## src/rtl/mem_access_pkg.sv

```systemverilog
// Package: mem_access_pkg
// Shared types for the MEM stage: the inter-stage bundle (with the formatted
// load data field mdr), the MEM handshake state encoding, funct3 load/store
// width codes and a misalignment helper used when MEM_MISALIGN_CHECK_EN is set.
package mem_access_pkg;

    // funct3 encodings for RV32I loads/stores (stores use the B/H/W codes)
    localparam logic [2:0] F3_B  = 3'b000;
    localparam logic [2:0] F3_H  = 3'b001;
    localparam logic [2:0] F3_W  = 3'b010;
    localparam logic [2:0] F3_BU = 3'b100;
    localparam logic [2:0] F3_HU = 3'b101;

    typedef enum logic [1:0] {
        IDLE,   // no request outstanding
        BUSY,   // request outstanding, waiting for dmem_resp
        DONE    // response captured, waiting for the stage to advance
    } mem_state_t;

    typedef struct packed {
        logic read_b;
        logic write;
        logic load_regfile;
    } ctrl_t;

    typedef struct packed {
        logic        valid;
        logic [31:0] pc;
        logic [31:0] alu;
        logic [31:0] rs2;
        logic [2:0]  funct3;
        logic [4:0]  rd;
        ctrl_t       ctrl;
        logic [31:0] mdr;
    } stage_regs;

    // Half accesses need a[0]=0, word accesses need a[1:0]=0.
    function automatic logic access_misaligned(input logic [2:0] funct3,
                                               input logic [1:0] addr_lo);
        case (funct3[1:0])
            2'b01:   return addr_lo[0];
            2'b10:   return addr_lo != 2'b00;
            default: return 1'b0;
        endcase
    endfunction

endpackage

```

## src/rtl/mem_access_align.sv

```systemverilog
// Module: mem_access_align
// Combinational lane logic for the MEM stage.
//   funct3      in  access width / signedness
//   addr_lo     in  low two address bits (lane select)
//   rs2         in  raw store data
//   rdata       in  raw 32-bit word read from memory
//   byte_enable out store byte lanes
//   wdata       out lane-aligned store data
//   load_data   out extracted and sign/zero-extended load value
module mem_access_align
    import mem_access_pkg::*;
(
    input  logic [2:0]  funct3,
    input  logic [1:0]  addr_lo,
    input  logic [31:0] rs2,
    input  logic [31:0] rdata,
    output logic [3:0]  byte_enable,
    output logic [31:0] wdata,
    output logic [31:0] load_data
);

    logic [7:0]  byte_sel;
    logic [15:0] half_sel;

    // NOTE: every output of a combinational block gets a default first, so
    // no path through the case leaves it unassigned and infers a latch.
    always_comb begin
        byte_enable = 4'hF;
        wdata       = rs2;
        case (funct3[1:0])
            2'b00: begin
                byte_enable = 4'b0001 << addr_lo;
                wdata       = rs2 << {addr_lo, 3'b000};
            end
            2'b01: begin
                byte_enable = 4'b0011 << {addr_lo[1], 1'b0};
                wdata       = rs2 << {addr_lo[1], 4'b0000};
            end
            default: ;
        endcase
    end

    assign byte_sel = rdata[{addr_lo, 3'b000} +: 8];
    assign half_sel = rdata[{addr_lo[1], 4'b0000} +: 16];

    always_comb begin
        load_data = rdata;
        case (funct3)
            F3_B:    load_data = {{24{byte_sel[7]}}, byte_sel};
            F3_H:    load_data = {{16{half_sel[15]}}, half_sel};
            F3_BU:   load_data = {24'h0, byte_sel};
            F3_HU:   load_data = {16'h0, half_sel};
            default: load_data = rdata;
        endcase
    end

endmodule

```

## src/rtl/mem_access.sv

```systemverilog
// Module: mem_access
// MEM pipeline stage. Issues data-memory requests for the instruction held in
// regs_in, waits for the one-cycle dmem_resp pulse, formats load data and
// registers the bundle (with .mdr) for writeback.
//   clk, reset        clock; synchronous active-low reset
//   resp_a, stall_in  advance qualifiers from the I-side and downstream
//   stall_out         upstream stall (stall_in or memory not ready)
//   regs_in/regs_out  stage bundle in from execute / out to writeback
//   mem_exec          MEM->EX forwarding value (regs_in.alu)
//   dmem_*            data-memory request/response port
//   misalign          one-cycle misaligned-access pulse
// Optional feature: define MEM_MISALIGN_CHECK_EN to suppress misaligned
// half/word accesses and flag them on misalign; otherwise misalign is tied 0.
module mem_access
    import mem_access_pkg::*;
#(
    parameter int width = 32
)
(
    input  logic             clk,
    input  logic             reset,
    input  logic             resp_a,
    input  logic             stall_in,
    output logic             stall_out,
    input  stage_regs        regs_in,
    output stage_regs        regs_out,
    output logic [width-1:0] mem_exec,
    output logic [width-1:0] dmem_address,
    output logic             dmem_read,
    output logic             dmem_write,
    output logic [3:0]       dmem_byte_enable,
    output logic [width-1:0] dmem_wdata,
    input  logic [width-1:0] dmem_rdata,
    input  logic             dmem_resp,
    output logic             misalign
);

    mem_state_t  state, state_next;
    logic        memop, mis, active, req;
    logic        mem_ready, advance, capture;
    logic [31:0] rdata_hold, rdata_sel, load_data;
    stage_regs   regs_next;

    assign memop = regs_in.valid & (regs_in.ctrl.read_b | regs_in.ctrl.write);

`ifdef MEM_MISALIGN_CHECK_EN
    assign mis = memop & access_misaligned(regs_in.funct3, regs_in.alu[1:0]);
`else
    assign mis = 1'b0;
`endif

    // An instruction that actually touches memory.
    assign active    = memop & ~mis;
    assign mem_ready = ~active | dmem_resp | (state == DONE);
    assign advance   = resp_a & ~stall_in & mem_ready;
    assign stall_out = stall_in | ~mem_ready;
    assign mem_exec  = regs_in.alu;

    // Once the response is in DONE the request is dropped so it is never
    // re-issued; reset also masks the strobes directly.
    assign req          = active & (state != DONE) & reset;
    assign dmem_read    = req & regs_in.ctrl.read_b;
    assign dmem_write   = req & regs_in.ctrl.write;
    assign dmem_address = {regs_in.alu[31:2], 2'b00};

    // Data arriving while the stage cannot advance comes from the hold register.
    assign rdata_sel = (state == DONE) ? rdata_hold : dmem_rdata;

    mem_access_align u_align (
        .funct3      (regs_in.funct3),
        .addr_lo     (regs_in.alu[1:0]),
        .rs2         (regs_in.rs2),
        .rdata       (rdata_sel),
        .byte_enable (dmem_byte_enable),
        .wdata       (dmem_wdata),
        .load_data   (load_data)
    );

    always_comb begin
        state_next = state;
        capture    = 1'b0;
        case (state)
            IDLE, BUSY: begin
                if (!active) begin
                    state_next = IDLE;
                end else if (dmem_resp) begin
                    if (advance) begin
                        state_next = IDLE;
                    end else begin
                        state_next = DONE;
                        capture    = 1'b1;
                    end
                end else begin
                    state_next = BUSY;
                end
            end
            DONE:    if (advance) state_next = IDLE;
            default: state_next = IDLE;
        endcase
    end

    always_comb begin
        regs_next     = regs_in;
        regs_next.mdr = (active & regs_in.ctrl.read_b) ? load_data : 32'h0;
        if (mis) regs_next.ctrl.load_regfile = 1'b0;
    end

    // NOTE: sequential state uses non-blocking assignments so every register
    // samples pre-edge values regardless of block ordering.
    always_ff @(posedge clk) begin
        if (!reset) begin
            state    <= IDLE;
            regs_out <= '0;
        end else begin
            state <= state_next;
            if (advance) regs_out <= regs_next;
        end
    end

    // NOTE: the hold register is pure data, only read in DONE after a capture,
    // so it needs no reset.
    always_ff @(posedge clk) begin
        if (capture) rdata_hold <= dmem_rdata;
    end

`ifdef MEM_MISALIGN_CHECK_EN
    always_ff @(posedge clk) begin
        if (!reset) misalign <= 1'b0;
        else        misalign <= advance & mis;
    end
`else
    assign misalign = 1'b0;
`endif

endmodule
```

## config.mk

```make
export PLATFORM = sky130hd
export DESIGN_NAME = mem_access
export DESIGN_NICKNAME = d
export VERILOG_FILES = /design/src/rtl/mem_access_pkg.sv /design/src/rtl/mem_access_align.sv /design/src/rtl/mem_access.sv
export SDC_FILE = /design/constraint.sdc
export NUM_CORES = 1
export LEC_CHECK = 0
export CORE_AREA = 2 2 164 166
export DETAILED_ROUTE_END_ITERATION = 10
export DIE_AREA = 0 0 166 168
export PLACE_DENSITY = 0.66
export RECOVER_POWER = 25
export SYNTH_ARGS = -nofsm -noshare
export SYNTH_HDL_FRONTEND = slang
export SYNTH_SLANG_ARGS = --single-unit
```

## constraint.sdc

```tcl
create_clock -name clk -period 4.7 [get_ports clk]
set_clock_uncertainty 0.2 [all_clocks]
set_input_delay 1.41 -clock clk [delete_from_list [all_inputs] [get_ports clk]]
set_output_delay 1.41 -clock clk [all_outputs]
set_load 0.01 [all_outputs]
```

==> results.yml <==
synthesis:
  synth.area.top_cells: "dfxtp_1 (34%), nand2_1 (14%), edfxtp_1 (12%), a21boi_1 (9.8%), buf_4 (5.9%)"
  synth_top_area_share_pct: 34.0
  synth_area_per_cell_um2: 8.82
  ys.flop_type: "dfxtp_1"
  synth_area_leader_cell: "dfxtp_1"
  yosysSeqAreaShare_pct: 45.5
  synth_cell_type_count: 51
  ys_seq_elements: 174
  ys.warnings.count: 0
  syn_inst: 947
  synth_edf_count: 32
  async_flop_share_pct: 0
  synth_area_um2: 8350
finish:
  nets: 1456
  drive_gt1_share_pct: 10.4
  final_cell_area_um2: 13000
  utilization_pct: 49.3
  layout_common_cells: "nand2_1 (303), clkdlybuf4s50_1 (249), dfxtp_1 (142)"
  area.growth.synth_to_final_pct: 55.5
  stdcell_count: 1637
  final_common_cell: "nand2_1"
timing:
  fmax_mhz: 217
  max_slew_margin_pct: 56.0
  post-route-period-util_pct: 97.8
  setup_tns_ps: 0
  setup_viol: 0
  finalMaxSlewViolations: 0
  rsz0062_at_grt: "false"
  hold_slack_ps: 246
  tightestPinTransition_ps: 659
  hold_viol_final: 0
  finalCriticalPeriod_ps: 4600
drt:
  vias: 7976
  routed_wirelength_um: 29500
  first_iter_violations: 571
  post_drt_wl_per_cell_um: 18.0
  first_pass_iters: 6
  avgViaCountPerCell: 4.87
  final_antenna_net_count: 0
  drc: 0
worst_hold_path:
  hold_path_class: "flop to flop"
worst_setup_path:
  path_class: "input port to output pin"
  slowest_stage: "clkdlybuf4s50_1"
  worstSetupEndpointType: "output pin"
  cp.arrival_ps: 2990
  critPathLaunchType: "input port"
  required_ps: 3090
  path_cells: "clkdlybuf4s15_2, a21oi_2, nor2_1, buf_4, inv_2, buf_12, a22o_1, clkdlybuf4s50_1"
  cp_slowest_stage_delay_ps: 540
  cp_max_fo: 19
job:
  maxCapViolCount: 0
die:
  die_w_um: 166
  ios: 421
  fp-row-count: 60
  die_h_um: 168
  core-area_um2: 26400
  start_util_pct: 31.7
  die-area_um2: 27900
clock_tree:
  numCtsBuffers: 17
  clk_pin_slew_ps: 70
  clockRootBuffer: "clkbuf_16"
  tritoncts: "built"
  clock_insertion_delay_worst_skew_ps: 440
  clock_path_buffers: 2
  cts.sinks: 174
  postCtsSetupRepairBufs: 0
  cts-htree-levels: 4
power_and_ir_drop:
  power.density_nw_per_um2: 297
  pwr-share-clk_pct: 38.5
  power_switching_mw: 1.09
  internal_power_mw: 2.76
  p_leak_nw: 5.19
  p_comb_share_pct: 19.8
  sw_frac_of_total_pct: 28.4
  ir_worst_vdd_uv: 202
  p_seq_share_pct: 41.7
global_route:
  grt_pass1_vias: 7634
  use_met2_pct: 33.5
  grt-busiest-layer: "met2"
  antenna_found_initial: 4
  grt_pass1_wl_um: 45000
  grt.total_usage_pct: 20.6
  use_met3_pct: 6.44
  grt_start_max_net_pins: 104
  overflow: 0
  met1_usage_pct: 25.9
place:
  dpl_cell_area_um2: 12300
  place_hpwl_um: 21300
  portBuffers: 385
  placedCellCount: 1601
  gp_congestion: 0.872
outcome:
  outcome: "finished, final reports clean"
==> what timing repair did <==
item / in CTS / in global routing
resized for setup: 16 / 14
setup endpoints to repair: 35 / 23
hold buffers: 0 / 0
==> layer usage <==
layer | vias to the layer above | part of all wire [%] | wire [µm]
met5 | - | 0 | 0
met4 | 0 | 2.6 | 762
met3 | 51 | 7.6 | 2230
met2 | 322 | 47 | 13900
met1 | 3759 | 43 | 12600
li1 | 3844 | - | -
==> worst max-delay path, delay by kind of cell <==
| family | cells | cell delay, ps |
|---|---|---|
| AO/OA/AOI/OAI | 2 | 340 |
| AND/OR/NAND/NOR | 1 | 50 |
| buffers and inverters | 5 | 1170 |
==> power by group through the flow <==
stage	logic (mW)	registers, mW	clock network, mW
finish	0.761	1.61	1.48
CTS	0.786	1.61	1.52
global route	0.821	1.61	1.58
floorplan	0.333	1.66	0
global placement	0.783	1.64	0
detailed placement	0.787	1.64	0
==> cell type report <==
| cell class | count | area, µm² |
|---|---|---|
| Inverter | 3 | 11.3 |
| Clock buffer | 19 | 475 |
| Fill cell | 2449 | 13400 |
| Antenna cell | 4 | 10.0 |
| Sequential cell | 174 | 3800 |
| Tap cell | 341 | 427 |
| Clock inverter | 13 | 138 |
| Timing Repair Buffer | 443 | 4370 |
| Multi-Input combinational cell | 640 | 3750 |
==> cells in the mapped netlist, types with 10 or more instances <==
master and instances:
a22o_1 32, a21boi_1 109, buf_4 66, o21ai_0 10
nand2_1 304, mux2_1 10, and2_1 10, o21ai_1 22
nand3_1 29, dfxtp_1 142, nor2_1 16, buf_2 19
edfxtp_1 32, clkbuf_1 40, mux4_2 13, a21oi_1 17
==> worst paths after layout <==
check                           startpoint                         to  slack [ps]  cells past startpoint
setup / recovery               regs_in[75]              dmem_wdata[9]         100                      8
hold reg to reg   regs_out[5]$_SDFFE_PN0P_   regs_out[5]$_SDFFE_PN0P_         250                      2
setup reg to reg     state[0]$_SDFFE_PN0P_  regs_out[10]$_SDFFE_PN0P_        2170                      6
hold / removal    regs_out[5]$_SDFFE_PN0P_   regs_out[5]$_SDFFE_PN0P_         250                      2
==> flip-flops by register name, indices dropped and copies added, names as in the netlist <==
register / cells
rdata_hold: 32
regs_out: 140
state: 2
==> logic make-up (layout without fill, tap and decap cells) <==
logic type | count (synthesis) | after routing | share of synthesized area (%)
other cells | 1 | 7 | 0.0449
flops | 174 | 174 | 45.5
compound gates | 218 | 218 | 18.9
mux | 35 | 35 | 6.44
buf+inv | 135 | 478 | 9.87
simple gates | 384 | 384 | 19.1
==> metrics by stage <==
step           worst slack, ps  total power, mW
5_1_grt                   6.32             4.01
2_1_floorplan              517             2.00
3_3_place_gp              -312             2.42
3_5_place_dp              -318             2.43
6_report                   102             3.85
4_1_cts                   20.9             3.92
Power figures use the tool's default switching activity.
